$ cat src/rtl/game_sequencer.sv
// game_sequencer: top-level game flow for a two-player paddle game.
// Walks MENU -> SET -> START -> PLAY -> END_POINT -> (START | END_GAME) -> MENU.
// It keeps the scores, the winning score, the serve side and the end-of-point hold timer.
// Every output is a flop, so a state change shows one clk_pix after the edge, hit or tick that caused it.
module game_sequencer #(
   parameter int MAX_SCORE_DEFAULT = 5,
   parameter int HOLD_FRAMES       = 60
) (
   input  logic       clk_pix,
   input  logic       reset,
   input  logic       frame_tick,
   input  logic       btn_launch,
   input  logic       btn_up,
   input  logic       btn_down,
   input  logic       left_hit,
   input  logic       right_hit,
   output logic [2:0] state,
   output logic [4:0] score_p1,
   output logic [4:0] score_p2,
   output logic [4:0] max_score,
   output logic       serve_side,
   output logic       ball_park,
   output logic       ball_run,
   output logic       winner
);

   typedef enum logic [2:0] {
      ST_MENU      = 3'd0,
      ST_SET       = 3'd1,
      ST_START     = 3'd2,
      ST_PLAY      = 3'd3,
      ST_END_POINT = 3'd4,
      ST_END_GAME  = 3'd5
   } state_t;

   localparam int              HOLD_W        = (HOLD_FRAMES < 1) ? 1 : $clog2(HOLD_FRAMES + 1);
   localparam logic [HOLD_W-1:0] HOLD_LOAD   = HOLD_W'(HOLD_FRAMES);
   localparam logic [4:0]      MAX_SCORE_RST = 5'(MAX_SCORE_DEFAULT);
   localparam logic [4:0]      SCORE_CEIL    = 5'd31;
   localparam logic [4:0]      SCORE_FLOOR   = 5'd1;

   // The state register is a plain vector, so the unused codes 6 and 7 can be caught and recovered.
   logic [2:0]        state_q, state_d;
   logic [4:0]        score_p1_q, score_p1_d;
   logic [4:0]        score_p2_q, score_p2_d;
   logic [4:0]        max_score_q, max_score_d;
   logic              serve_side_q, serve_side_d;
   logic              winner_q, winner_d;
   logic              ball_park_q, ball_park_d;
   logic              ball_run_q, ball_run_d;
   logic [HOLD_W-1:0] hold_q, hold_d;
   logic              launch_prev_q, launch_prev_d;
   logic              up_prev_q, up_prev_d;
   logic              down_prev_q, down_prev_d;

   logic launch_edge, up_edge, down_edge;

   // A button acts only on the cycle it goes from low to high; holding it does nothing more.
   always_comb begin
      launch_prev_d = btn_launch;
      up_prev_d     = btn_up;
      down_prev_d   = btn_down;
      launch_edge   = btn_launch & ~launch_prev_q;
      up_edge       = btn_up & ~up_prev_q;
      down_edge     = btn_down & ~down_prev_q;
   end

   // Compute the next state and the next values of all registered outputs.
   always_comb begin
      state_d      = state_q;
      score_p1_d   = score_p1_q;
      score_p2_d   = score_p2_q;
      max_score_d  = max_score_q;
      serve_side_d = serve_side_q;
      winner_d     = winner_q;
      hold_d       = hold_q;

      case (state_q)
         ST_MENU: begin
            if (launch_edge) begin
               state_d    = ST_SET;
               score_p1_d = '0;
               score_p2_d = '0;
               winner_d   = 1'b0;
            end
         end
         ST_SET: begin
            // Launch wins over a simultaneous up or down edge, which is then dropped.
            if (launch_edge) begin
               state_d = ST_START;
            end else if (up_edge && !down_edge) begin
               if (max_score_q < SCORE_CEIL) max_score_d = max_score_q + 5'd1;
            end else if (down_edge && !up_edge) begin
               if (max_score_q > SCORE_FLOOR) max_score_d = max_score_q - 5'd1;
            end
         end
         ST_START: begin
            if (launch_edge) state_d = ST_PLAY;
         end
         ST_PLAY: begin
            // If both goal lines fire in the same cycle, left_hit wins: only one point is awarded.
            if (left_hit) begin
               if (score_p2_q < max_score_q) score_p2_d = score_p2_q + 5'd1;
               serve_side_d = 1'b0;
               hold_d       = HOLD_LOAD;
               state_d      = ST_END_POINT;
            end else if (right_hit) begin
               if (score_p1_q < max_score_q) score_p1_d = score_p1_q + 5'd1;
               serve_side_d = 1'b1;
               hold_d       = HOLD_LOAD;
               state_d      = ST_END_POINT;
            end
         end
         ST_END_POINT: begin
            if (frame_tick) begin
               if (hold_q != '0) begin
                  hold_d = hold_q - 1'b1;
               end else if ((score_p1_q == max_score_q) || (score_p2_q == max_score_q)) begin
                  state_d  = ST_END_GAME;
                  winner_d = (score_p1_q == max_score_q) ? 1'b0 : 1'b1;
               end else begin
                  state_d = ST_START;
               end
            end
         end
         ST_END_GAME: begin
            if (launch_edge) state_d = ST_MENU;
         end
         default: state_d = ST_MENU;
      endcase

      ball_park_d = (state_d == ST_START);
      ball_run_d  = (state_d == ST_PLAY);
   end

   // Register the state and outputs. Reset overrides everything, but the button history keeps tracking the inputs.
   always_ff @(posedge clk_pix) begin
      launch_prev_q <= launch_prev_d;
      up_prev_q     <= up_prev_d;
      down_prev_q   <= down_prev_d;
      if (reset) begin
         state_q      <= ST_MENU;
         score_p1_q   <= '0;
         score_p2_q   <= '0;
         max_score_q  <= MAX_SCORE_RST;
         serve_side_q <= 1'b0;
         winner_q     <= 1'b0;
         ball_park_q  <= 1'b0;
         ball_run_q   <= 1'b0;
         hold_q       <= '0;
      end else begin
         state_q      <= state_d;
         score_p1_q   <= score_p1_d;
         score_p2_q   <= score_p2_d;
         max_score_q  <= max_score_d;
         serve_side_q <= serve_side_d;
         winner_q     <= winner_d;
         ball_park_q  <= ball_park_d;
         ball_run_q   <= ball_run_d;
         hold_q       <= hold_d;
      end
   end

   assign state      = state_q;
   assign score_p1   = score_p1_q;
   assign score_p2   = score_p2_q;
   assign max_score  = max_score_q;
   assign serve_side = serve_side_q;
   assign winner     = winner_q;
   assign ball_park  = ball_park_q;
   assign ball_run   = ball_run_q;

endmodule

$ cat config.mk
export PLATFORM = sky130hd
export DESIGN_NAME = game_sequencer
export DESIGN_NICKNAME = d
export VERILOG_FILES = /design/src/rtl/game_sequencer.sv
export SDC_FILE = /design/constraint.sdc
export NUM_CORES = 1
export LEC_CHECK = 0
export ABC_AREA = 1
export CORE_MARGIN = 2
export CORE_UTILIZATION = 40
export DETAILED_ROUTE_END_ITERATION = 8
export GPL_ROUTABILITY_DRIVEN = 1
export PLACE_DENSITY_LB_ADDON = 0.08
export RECOVER_POWER = 50
export SYNTH_ARGS = -nofsm -noshare
export SYNTH_HDL_FRONTEND = slang
export SYNTH_SLANG_ARGS = --single-unit
$ cat constraint.sdc
create_clock -name clk_pix -period 2.3 [get_ports clk_pix]
set_input_delay 0.23 -clock clk_pix [delete_from_list [all_inputs] [get_ports clk_pix]]
set_output_delay 0.23 -clock clk_pix [all_outputs]
set_load 0.05 [all_outputs]
# Word-level counts from Yosys, hierarchy flattened
# Index checks and enable logic that the tools add are counted.
# totals
register_bits	31
out_inout_bits	22
elab_cells	103
# op_classes
addsub	5
n_lt_le_gt_ge	4
eq_ne	21
n_mux	35
n_bitwise	7
n_reduce_logical	19
# op_table
cell	count
5-bit 2-to-1 mux	10
3-bit 2-to-1 mux	9
6-bit 2-to-1 mux	4
2-bit != test, second input constant	10
5-bit case mux with 2 select lines	2
3-bit case mux with 6 select lines	1
5-bit by 1-bit adder with 5-bit output, second input constant	3
5-bit AND reduction	3
3-bit by 2-bit == test with 1-bit output, second input constant	4
6-bit case mux with 2 select lines	1
2-bit nonzero test	6
5-bit == test	2
5-bit < comparator	2
4-bit AND reduction	2
1-bit 2-to-1 mux	7
3-bit == test, second input constant	2
6-bit nonzero test	1
6-bit by 1-bit subtractor with 6-bit output, second input constant	1
5-bit by 1-bit greater-than comparator with 1-bit output, second input constant	1
5-bit < comparator, second input constant	1
5-bit by 1-bit subtractor with 5-bit output, second input constant	1
1-bit inverter	4
1-bit AND	3
3-bit by 1-bit == test with 1-bit output, second input constant	1
8 further kinds	10

# Depth between registers and ports, before layout
# Gate-level depths: netlist of run 1.
# logic_depth
word_depth	7
mapped_depth	12

# Worst setup path after synthesis of run 1
# OpenSTA, ideal clock, no wires.
# synth_timing
path_kind	flip-flop to flip-flop
startpoint	register max_score_q[2], in the netlist max_score[2]
endpoint	register score_p1_q[2], in the netlist score_p1[2]
setup_ns	0.132
t_arrival_ns	1.832
t_required_ns	2.168
setup_slack_ns	0.336
path_stages_with_launch	12
path_cell_list	dfxtp_1 buf_2 inv_1 ha_1 nand2_1 nor2_1 o21bai_1 nand2_1 nand2_2 nand2_1 nand2_1 a21oi_1
# synth_via
elab_chain_cells	3
# synth_lines
item	line	rtl
from (decl)	46	logic [4:0] max_score_q, max_score_d;
from (signal assigned)	155	max_score_q <= max_score_d;
5-bit < comparator	108	if (score_p1_q < max_score_q) score_p1_d = score_p1_q + 5'd1;
2-bit != test (no line)	--	
5-bit AND reduction (no line)	--	
to (signal assigned)	153	score_p1_q <= score_p1_d;
to (decl)	44	logic [4:0] score_p1_q, score_p1_d;
# Every way passes these cells.
# A chain may end at the register's enable or synchronous reset.

# Worst setup path after layout of run 1
# layout_timing
startpoint	register max_score_q[0], in the netlist max_score[0]
endpoint	output max_score[0]
# layout_lines
item	line	rtl
to (decl)	20	output logic [4:0] max_score,
# No word-level cell between the ends.

==> run metrics, run 1 <==
worst skew pair latency 0.29 ns; setup TNS 0 ns; Yosys reg bits 31; Inst Count DP 380; CTS tree done; Ys Warns 0; Die Y approximately 75 um; Finished Layout Cells 388; Yosys cell types 33; post-DP HPWL around 3300 um; per-cell routed wire length 11.47 um; highest routed layer met4; nets@finish ~350; met2 wire length 2031 um; Die Area 5636 um^2; post-route ant nets 0; Tmin final 1.913 ns; CP arrival about 1.7 ns; CTS buffer count 5; slew margin rel. 0.6581; DRT met1 WL roughly 2200 um; unrepaired setup endpoints after global routing no; fmax 522.7 MHz; hold_buf cts 0; final wirelength 4449 um; largest cells by area after synthesis dfxtp_1 31%, nand2_1 12%, ha_1 11%; Via density slightly below 5; most common cell after layout, fill and taps aside nand2_1; sequential-to-total area share from yosys stat 0.3071; layout cells sized above 1 0.1028; buffer and inverter count on the worst path 1; worst ir drop on vdd roughly 340 uV; max-slew violations 0; Slew @ Worst Pin a little over 0.5 ns; Worst path slowest cell clkdlybuf4s50_1; Yosys top cell by area dfxtp_1; Worst EP required between 2 and 2.5 ns; Worst-path clk slew 0.08 ns; Pwr per Cell Area between 500 and 600 nW/um^2; Layout Skew 0.008584 ns; Leakage 1.085 nW; clk sinks 31; die width 75.08 um; initial antenna violation count 0; vias post-DR 1868; drt pass-1 iters 4; post-CTS sizing 0; worst-path cell chain clkdlybuf4s50_1; Min Hold Slack 0.4674 ns; Design Area, Final 2481 um^2; Max Cap Viol 0; total grt overflow 0; drt initial violations 73; class of the worst hold path flip-flop to flip-flop; Core ar. approximately 4800 um^2; most frequent cells in the layout 65 x nand2_1, 36 x nor2_1, 31 x dfxtp_1; Setup crit end kind output port; critical path peak fanout 10; placed instance area about 2400 um^2; Worst Setup Start Kind flip-flop; CTS Root Cell clkbuf_8; routability cong. roughly 0.81; initial core utilization 0.4222; post-synth top area share 0.3071; Max Root-Sink Buffers 2; I/O Buffers 29; Setup WS pre-CTS 0.4619 ns; Final setup viols 0; Setup CP Type flip-flop to output port; Core Rows 25; Hold Vio Cnt, Final 0; synthesized cell area between 2000 and 2500 um^2; DRC viols 0; Post-Syn Nets 311; final worst-path cycle share 0.8319; largest net degree at the start of global routing 17; delay-heaviest family, CP buffers and inverters; number of H-tree levels 2; Max stage delay on crit path 0.87 ns; Layout Area Growth over Synthesis 22.79%; Gate Count Post-Synth 285; status complete, no violations; Total GRT Usage 0.1725; met3 wire length ~180 um; antenna diode count 0; post-route setup slack about 0.39 ns; first-pass GRT wire length 7472 um; FF-to-FF setup slack 0.47 ns; Mean Syn Cell Area between 7 and 8 um^2; vias in the first global route between 1500 and 2000; Top-Level Pins 30; Setup Fix Bufs, Post-CTS 0
==> layout make-up <==
class	instances	area, um^2
Clock buffer	6	82.58
Sequential cell	31	620.6
Inverter	29	112.6
Clock inverter	2	35.03
Timing Repair Buffer	31	305.3
Fill cell	500	2305
Tap cell	67	83.83
Multi-Input combinational cell	222	1241
==> through the flow <==
stage | power [mW] | util
final | 1.328 | 0.5184
after global routing | 1.382 | 0.5184
after CTS | 1.348 | 0.5255
after detailed placement | 0.7741 | 0.5009
after global placement | 0.7737 | 0.5009
after floorplan | 0.7127 | -
==> state kept, by name (all words and copies together) (netlist names) <==
name / count
launch_prev_q: 1
winner: 1
up_prev_q: 1
score_p2: 5
serve_side: 1
ball_park: 1
max_score: 5
state: 3
down_prev_q: 1
ball_run: 1
score_p1: 5
hold_q: 6
==> tightest hold or removal path, cell delays in order, from the launching register on <==
cell and delay (ns):
dfxtp_1 0.31, nand2_1 0.06, a21oi_1 0.05
==> kinds of logic (layout without fill, tap and decap cells) <==
kind of cell,count (synthesis),count (layout),share of synthesized area
fa+ha+maj,18,18,0.1115
compound gates,45,45,0.1263
xor+xnor,13,13,0.05635
buf+inv,32,68,0.06191
flops,31,31,0.3071
simple gates,146,146,0.3368
==> where the power goes <==
part | switching [mW] | leakage [nW] | internal, mW | total [mW]
clock | 0.221 | 0.0612 | 0.351 | 0.572
combinational | 0.120 | 0.772 | 0.0670 | 0.187
sequential | 0.0183 | 0.252 | 0.551 | 0.569
==> worst paths after layout <==
kind / cells after the start / startpoint / endpoint
hold reg to reg: 2 / serve_side / serve_side
hold / removal: 2 / serve_side / serve_side
setup reg to reg: 6 / state[0] / hold_q[2]
setup / recovery: 1 / max_score[0] / max_score[0]
==> metal layers <==
metal,GRT usage,vias to the layer above
met4,0.05357,0
met2,0.2729,32
met3,0.04016,7
li1,-,1000
met5,0,-
met1,0.2331,829
==> synth_stat cells <==
| master | n |
|---|---|
| inv_1 | 23 |
| inv_2 | 3 |
| and2_1 | 1 |
| dfxtp_1 | 31 |
| a31oi_1 | 1 |
| o21ai_0 | 6 |
| o31ai_1 | 1 |
| nand2_4 | 2 |
| nand4_1 | 2 |
| clkinv_2 | 1 |
| nor3_4 | 1 |
| buf_2 | 1 |
| nor2_4 | 1 |
| a21oi_1 | 22 |
| xor2_1 | 8 |
| xnor2_1 | 5 |
| nand3_2 | 2 |
| o21ai_1 | 9 |
| nand3b_4 | 1 |
| nand2_1 | 64 |
| nor2_2 | 4 |
| a21oi_4 | 1 |
| o21ai_2 | 2 |
| ha_1 | 18 |
| nand2_2 | 5 |
| o21bai_1 | 1 |
| or2_2 | 3 |
| a21o_1 | 2 |
| nor2_1 | 35 |
| nand3_1 | 25 |
| clkbuf_1 | 2 |
| clkinv_1 | 1 |
| inv_4 | 1 |
Note: power is estimated with default switching activity, not from simulation.
==> run 2: changes to the inputs <==
clock period = 1.8 ns   (was 2.3 ns; I/O delays follow)
==> run 2 against run 1 <==
Via count up 1.0%. Combinational power increased by 34%. Design area rose by 0.15%. First-iteration DRC count increased by 15%. Global-route usage up 0.42 points. Flip-flop and latch count is the same. Highest routed layer unchanged. Count of clock-buffer cells in the layout rose by 1.
==> run metrics, run 2 (same netlist as run 1, synthesis figures left out) <==
Tmin final roughly 1.7 ns; post-DP HPWL 3376 um (was 3323 um); Pwr per Cell Area 603.7 nW/um^2 (was 535.3 nW/um^2); CP endpoint max_score[2] (was max_score[0]); Max Root-Sink Buffers 2 (unchanged); worst skew pair latency 0.28 ns (was 0.29 ns); most common cell after layout, fill and taps aside nand2_1 (unchanged); placed instance area 2445 um^2 (was 2397 um^2); Worst EP required 1.62 ns (was 2.07 ns); largest net degree at the start of global routing 17 (unchanged); vias post-DR 1887 (was 1868); Worst Setup Start Kind flip-flop (unchanged); Core ar. 4786 um^2 (unchanged); Biggest register hold_q (unchanged); hold_buf cts 0 (unchanged); critical path peak fanout 7 (was 10); die width 75.08 um (unchanged); Total GRT Usage 0.1767 (was 0.1725); post-CTS sizing 0 (unchanged); post-route setup slack 0.05919 ns (was 0.3867 ns); slew margin rel. 0.6026 (was 0.6581); I/O Buffers 29 (unchanged); Core Rows 25 (unchanged); Die Y 75.08 um (unchanged); nets@finish 354 (was 346); Critical Path Source max_score[2] (was max_score[0]); CTS buffer count 5 (unchanged); Total Power 1.500 mW (was 1.328 mW); FF-to-FF setup slack 0.17 ns (was 0.47 ns); total grt overflow 0 (unchanged); first-pass GRT wire length 7707 um (was 7472 um); vias in the first global route 1676 (was 1705); Die Area 5636 um^2 (unchanged); R2R Path End ball_park (was hold_q[2]); layout cells sized above 1 0.1368 (was 0.1028); Layout Skew 0.006156 ns (was 0.008584 ns); CTS tree done (unchanged); initial core utilization 0.4222 (unchanged); busiest layer in global routing met2 (unchanged); Setup Fix Bufs, Post-CTS 0 (unchanged); worst ir drop on vdd 395.3 uV (was 341.1 uV); Leakage 1.078 nW (was 1.085 nW); most frequent cells in the layout 63 x nand2_1, 37 x nor2_1, 27 x dfxtp_1 (was 65 x nand2_1, 36 x nor2_1, 31 x dfxtp_1); met2 usage in global routing 0.2797 (was 0.2729); initial antenna violation count 0 (unchanged); post-route ant nets 0 (unchanged); Top-Level Pins 30 (unchanged); final worst-path cycle share 0.9671; Setup WS pre-CTS 0.04952 ns (was 0.4619 ns); worst-path cell chain buf_4 -> clkdlybuf4s50_1 (was clkdlybuf4s50_1); met3 Usage GRT 0.04016 (unchanged); Slew @ Worst Pin 0.5986 ns (was 0.5094 ns); antenna diode count 0 (unchanged); Worst path slowest cell clkdlybuf4s50_1 (unchanged); Worst R2R Start max_score[3] (was state[0]); number of flip-flops in the largest register 6 (unchanged); Worst-path clk slew 0.07 ns (was 0.08 ns); Hold Vio Cnt, Final 0 (unchanged); max-slew violations 0 (unchanged); CTS Root Cell clkbuf_8 (unchanged); Setup CP Type flip-flop to output port (unchanged); Layout Area Growth over Synthesis 22.97% (was 22.79%); routability cong. 0.8419 (was 0.8147); unrepaired setup endpoints after global routing no (unchanged); Max stage delay on crit path 0.80 ns (was 0.87 ns); setup TNS 0 ns (unchanged); DRC viols 0 (unchanged); Design Area, Final 2485 um^2 (was 2481 um^2); Reg2Reg Depth 11 (was 6); final core occ 0.5192 (was 0.5184); Min Hold Slack 0.4736 ns (was 0.4674 ns); fmax 574.4 MHz; clk sinks 31 (unchanged); Via density 4.765 (was 4.814); number of H-tree levels 2 (unchanged); M1 GR Usage 0.2445 (was 0.2331); status complete, no violations (unchanged); Max Cap Viol 0 (unchanged); CP arrival 1.56 ns (was 1.68 ns); drt initial violations 84 (was 73); Setup crit end kind output port (unchanged); Final setup viols 0 (unchanged); per-cell routed wire length 11.23 um (was 11.47 um); drt pass-1 iters 4 (unchanged); final wirelength 4447 um (was 4449 um); Finished Layout Cells 396 (was 388); Inst Count DP 388 (was 380); class of the worst hold path primary input to flip-flop (was flip-flop to flip-flop)
[run 2: how the worst min path moves through the flow]
stage	cells after the start	slack (ns)	start	endpoint
5_1_grt	1	0.48	btn_launch	launch_prev_q
4_1_cts	1	0.37	btn_launch	launch_prev_q
2_1_floorplan	0	0.21	btn_down	down_prev_q
3_3_place_gp	2	0.46	winner	winner
3_5_place_dp	2	0.47	winner	winner
6_report	1	0.47	btn_down	down_prev_q
[run 2: report_power, final]
group / leakage [nW] / internal [mW] / switching (mW) / total, mW
logic: 0.783 / 0.0893 / 0.160 / 0.250
registers: 0.253 / 0.703 / 0.0188 / 0.722
clock network: 0.0422 / 0.271 / 0.258 / 0.529
total: 1.08 / 1.06 / 0.437 / 1.50
[run 2: worst max-delay path: cells and delay by family (launching register included)]
kind                   cells  cell delay [ns]
buffers and inverters      2             0.94
DFF                        1             0.33
[run 2: per-layer routing]
layer | vias up | share of wire
met4 | 0 | 0.0099
met1 | 830 | 0.51
li1 | 1020 | -
met5 | - | 0
met3 | 7 | 0.035
met2 | 30 | 0.45
[run 2: layout make-up]
type | count | area [um^2]
Timing Repair Buffer | 39 | 315.3
Sequential cell | 31 | 628.1
Tap cell | 67 | 83.83
Multi-Input combinational cell | 222 | 1265
Clock inverter | 1 | 5.005
Clock buffer | 7 | 76.32
Inverter | 29 | 111.4
Fill cell | 498 | 2301
==> run 3: changes to the inputs <==
RECOVER_POWER = 25   (was 50)
==> run 3 against run 2 <==
Die area unchanged. Sequential power barely moved. Maximum frequency is essentially flat. Via count did not move. Count of clock-buffer cells in the layout unchanged. Sequential share of layout area shrank 0.11 points. Flip-flop and latch count unchanged. Largest power group unchanged. Highest routed layer unchanged.
==> run metrics, run 3 (same netlist as run 1, synthesis figures left out) <==
post-route setup slack 0.05995 ns (was 0.05919 ns); layout cells sized above 1 0.1429 (was 0.1368); post-DP HPWL 3376 um (unchanged); Top-Level Pins 30 (unchanged); Layout Skew 0.005810 ns (was 0.006156 ns); worst ir drop on vdd 396.5 uV (was 395.3 uV); class of the worst hold path primary input to flip-flop (unchanged); hold_sp btn_down (unchanged); final core occ 0.5216 (was 0.5192); Inst Count DP 388 (unchanged); Die Area 5636 um^2 (unchanged); highest routed layer met4 (unchanged); Setup CP Type flip-flop to output port (unchanged); final wirelength 4425 um (was 4447 um); Final setup viols 0 (unchanged); critical path peak fanout 7 (unchanged); most common cell after layout, fill and taps aside nand2_1 (unchanged); Max Root-Sink Buffers 2 (unchanged); drt pass-1 iters 4 (unchanged); Max Cap Viol 0 (unchanged); I/O Buffers 29 (unchanged); Leakage 1.069 nW (was 1.078 nW); met3 wire length 158 um (was 157 um); status complete, no violations (unchanged); Pwr per Cell Area 601.3 nW/um^2 (was 603.7 nW/um^2); Slew @ Worst Pin 0.5985 ns (was 0.5986 ns); max-slew violations 0 (unchanged); routability cong. 0.8419 (unchanged); number of H-tree levels 2 (unchanged); Worst R2R Start max_score[4] (was max_score[3]); DRT met1 WL 2235 um (was 2261 um); Layout Area Growth over Synthesis 23.53% (was 22.97%); Hold Vio Cnt, Final 0 (unchanged); Worst EP required 1.62 ns (about the same); met2 wire length 1979 um (was 1983 um); Finished Layout Cells 396 (unchanged); die width 75.08 um (unchanged); clk sinks 31 (unchanged); Worst Setup Start Kind flip-flop (unchanged); final worst-path cycle share 0.9667 (was 0.9671); hold depth 1 (unchanged); Setup WS pre-CTS 0.04952 ns (unchanged); drt initial violations 104 (was 84); initial antenna violation count 0 (unchanged); Core ar. 4786 um^2 (unchanged); CTS buffer count 5 (unchanged); Total GRT Usage 0.1767 (unchanged); CTS tree done (unchanged); Worst-path clk slew 0.07 ns (about the same); unrepaired setup endpoints after global routing no (unchanged); CP arrival 1.56 ns (about the same); worst skew pair latency 0.28 ns (about the same); number of flip-flops in the largest register 6 (unchanged); Biggest register hold_q (unchanged); fmax 574.7 MHz (was 574.4 MHz); Core Rows 25 (unchanged); slew margin rel. 0.6027 (was 0.6026); vias post-DR 1887 (unchanged); DRC viols 0 (unchanged); Reg2Reg Depth 9 (was 11); antenna diode count 0 (unchanged); Setup Fix Bufs, Post-CTS 0 (unchanged); total grt overflow 0 (unchanged); Die Y 75.08 um (unchanged); Total Power 1.501 mW (was 1.500 mW); nets@finish 354 (unchanged); hold_buf cts 0 (unchanged); Via density 4.765 (unchanged); Hold Crit Endpoint down_prev_q (unchanged); post-route ant nets 0 (unchanged); most frequent cells in the layout 63 x nand2_1, 36 x nor2_1, 27 x dfxtp_1 (was 63 x nand2_1, 37 x nor2_1, 27 x dfxtp_1); per-cell routed wire length 11.17 um (was 11.23 um); R2R Path End score_p2[1] (was ball_park); initial core utilization 0.4222 (unchanged); post-CTS sizing 0 (unchanged); first-pass GRT wire length 7707 um (unchanged); Tmin final 1.740 ns (was 1.741 ns); vias in the first global route 1676 (unchanged); largest net degree at the start of global routing 17 (unchanged); CTS Root Cell clkbuf_8 (unchanged); setup TNS 0 ns (unchanged); Setup crit end kind output port (unchanged); FF-to-FF setup slack 0.19 ns (was 0.17 ns)
==> run 3: per-layer routing <==
metal / global-route usage / vias up
li1: - / 1018
met1: 0.2445 / 832
met2: 0.2797 / 30
met3: 0.04016 / 7
met4: 0.04167 / 0
met5: 0 / -
==> run 3: final cells by class <==
type / instances / area [um^2]
multi-input combinational: 222 / 1275
fill: 496 / 2290
tap: 67 / 83.83
timing repair buffer: 39 / 315.3
clock buffer: 7 / 76.32
sequential: 31 / 628.1
inverter: 29 / 112.6
clock inverter: 1 / 5.005
==> run 3: worst max-delay path, cell delays in order, from the launching register on <==
cell and delay, ns:
dfxtp_2 0.33, buf_4 0.14, clkdlybuf4s50_1 0.80
==> run 3: stage by stage <==
step                cell area (um^2)  hold WS [ns]
floorplan                       2026        0.2077
global placement                2445        0.4630
detailed placement              2445        0.4667
CTS                             2526        0.3693
global route                    2496        0.4763
finish                          2496        0.4739
==> run 3: worst max-delay path by stage <==
stage,start,to,depth (start not counted)
final,max_score[2],max_score[2],2
after floorplan,max_score[2],score_p1[2],11
after detailed placement,btn_up,max_score[3],9
after global placement,btn_up,max_score[0],8
after global routing,max_score[3],state[1],11
after CTS,max_score[2],max_score[2],2
==> run 3: power breakdown <==
| part | internal, mW | switching [mW] | total (mW) | leakage (nW) |
|---|---|---|---|---|
| Combinational | 0.0902 | 0.160 | 0.251 | 0.774 |
| Sequential | 0.703 | 0.0192 | 0.722 | 0.253 |
| Clock | 0.271 | 0.257 | 0.529 | 0.0422 |
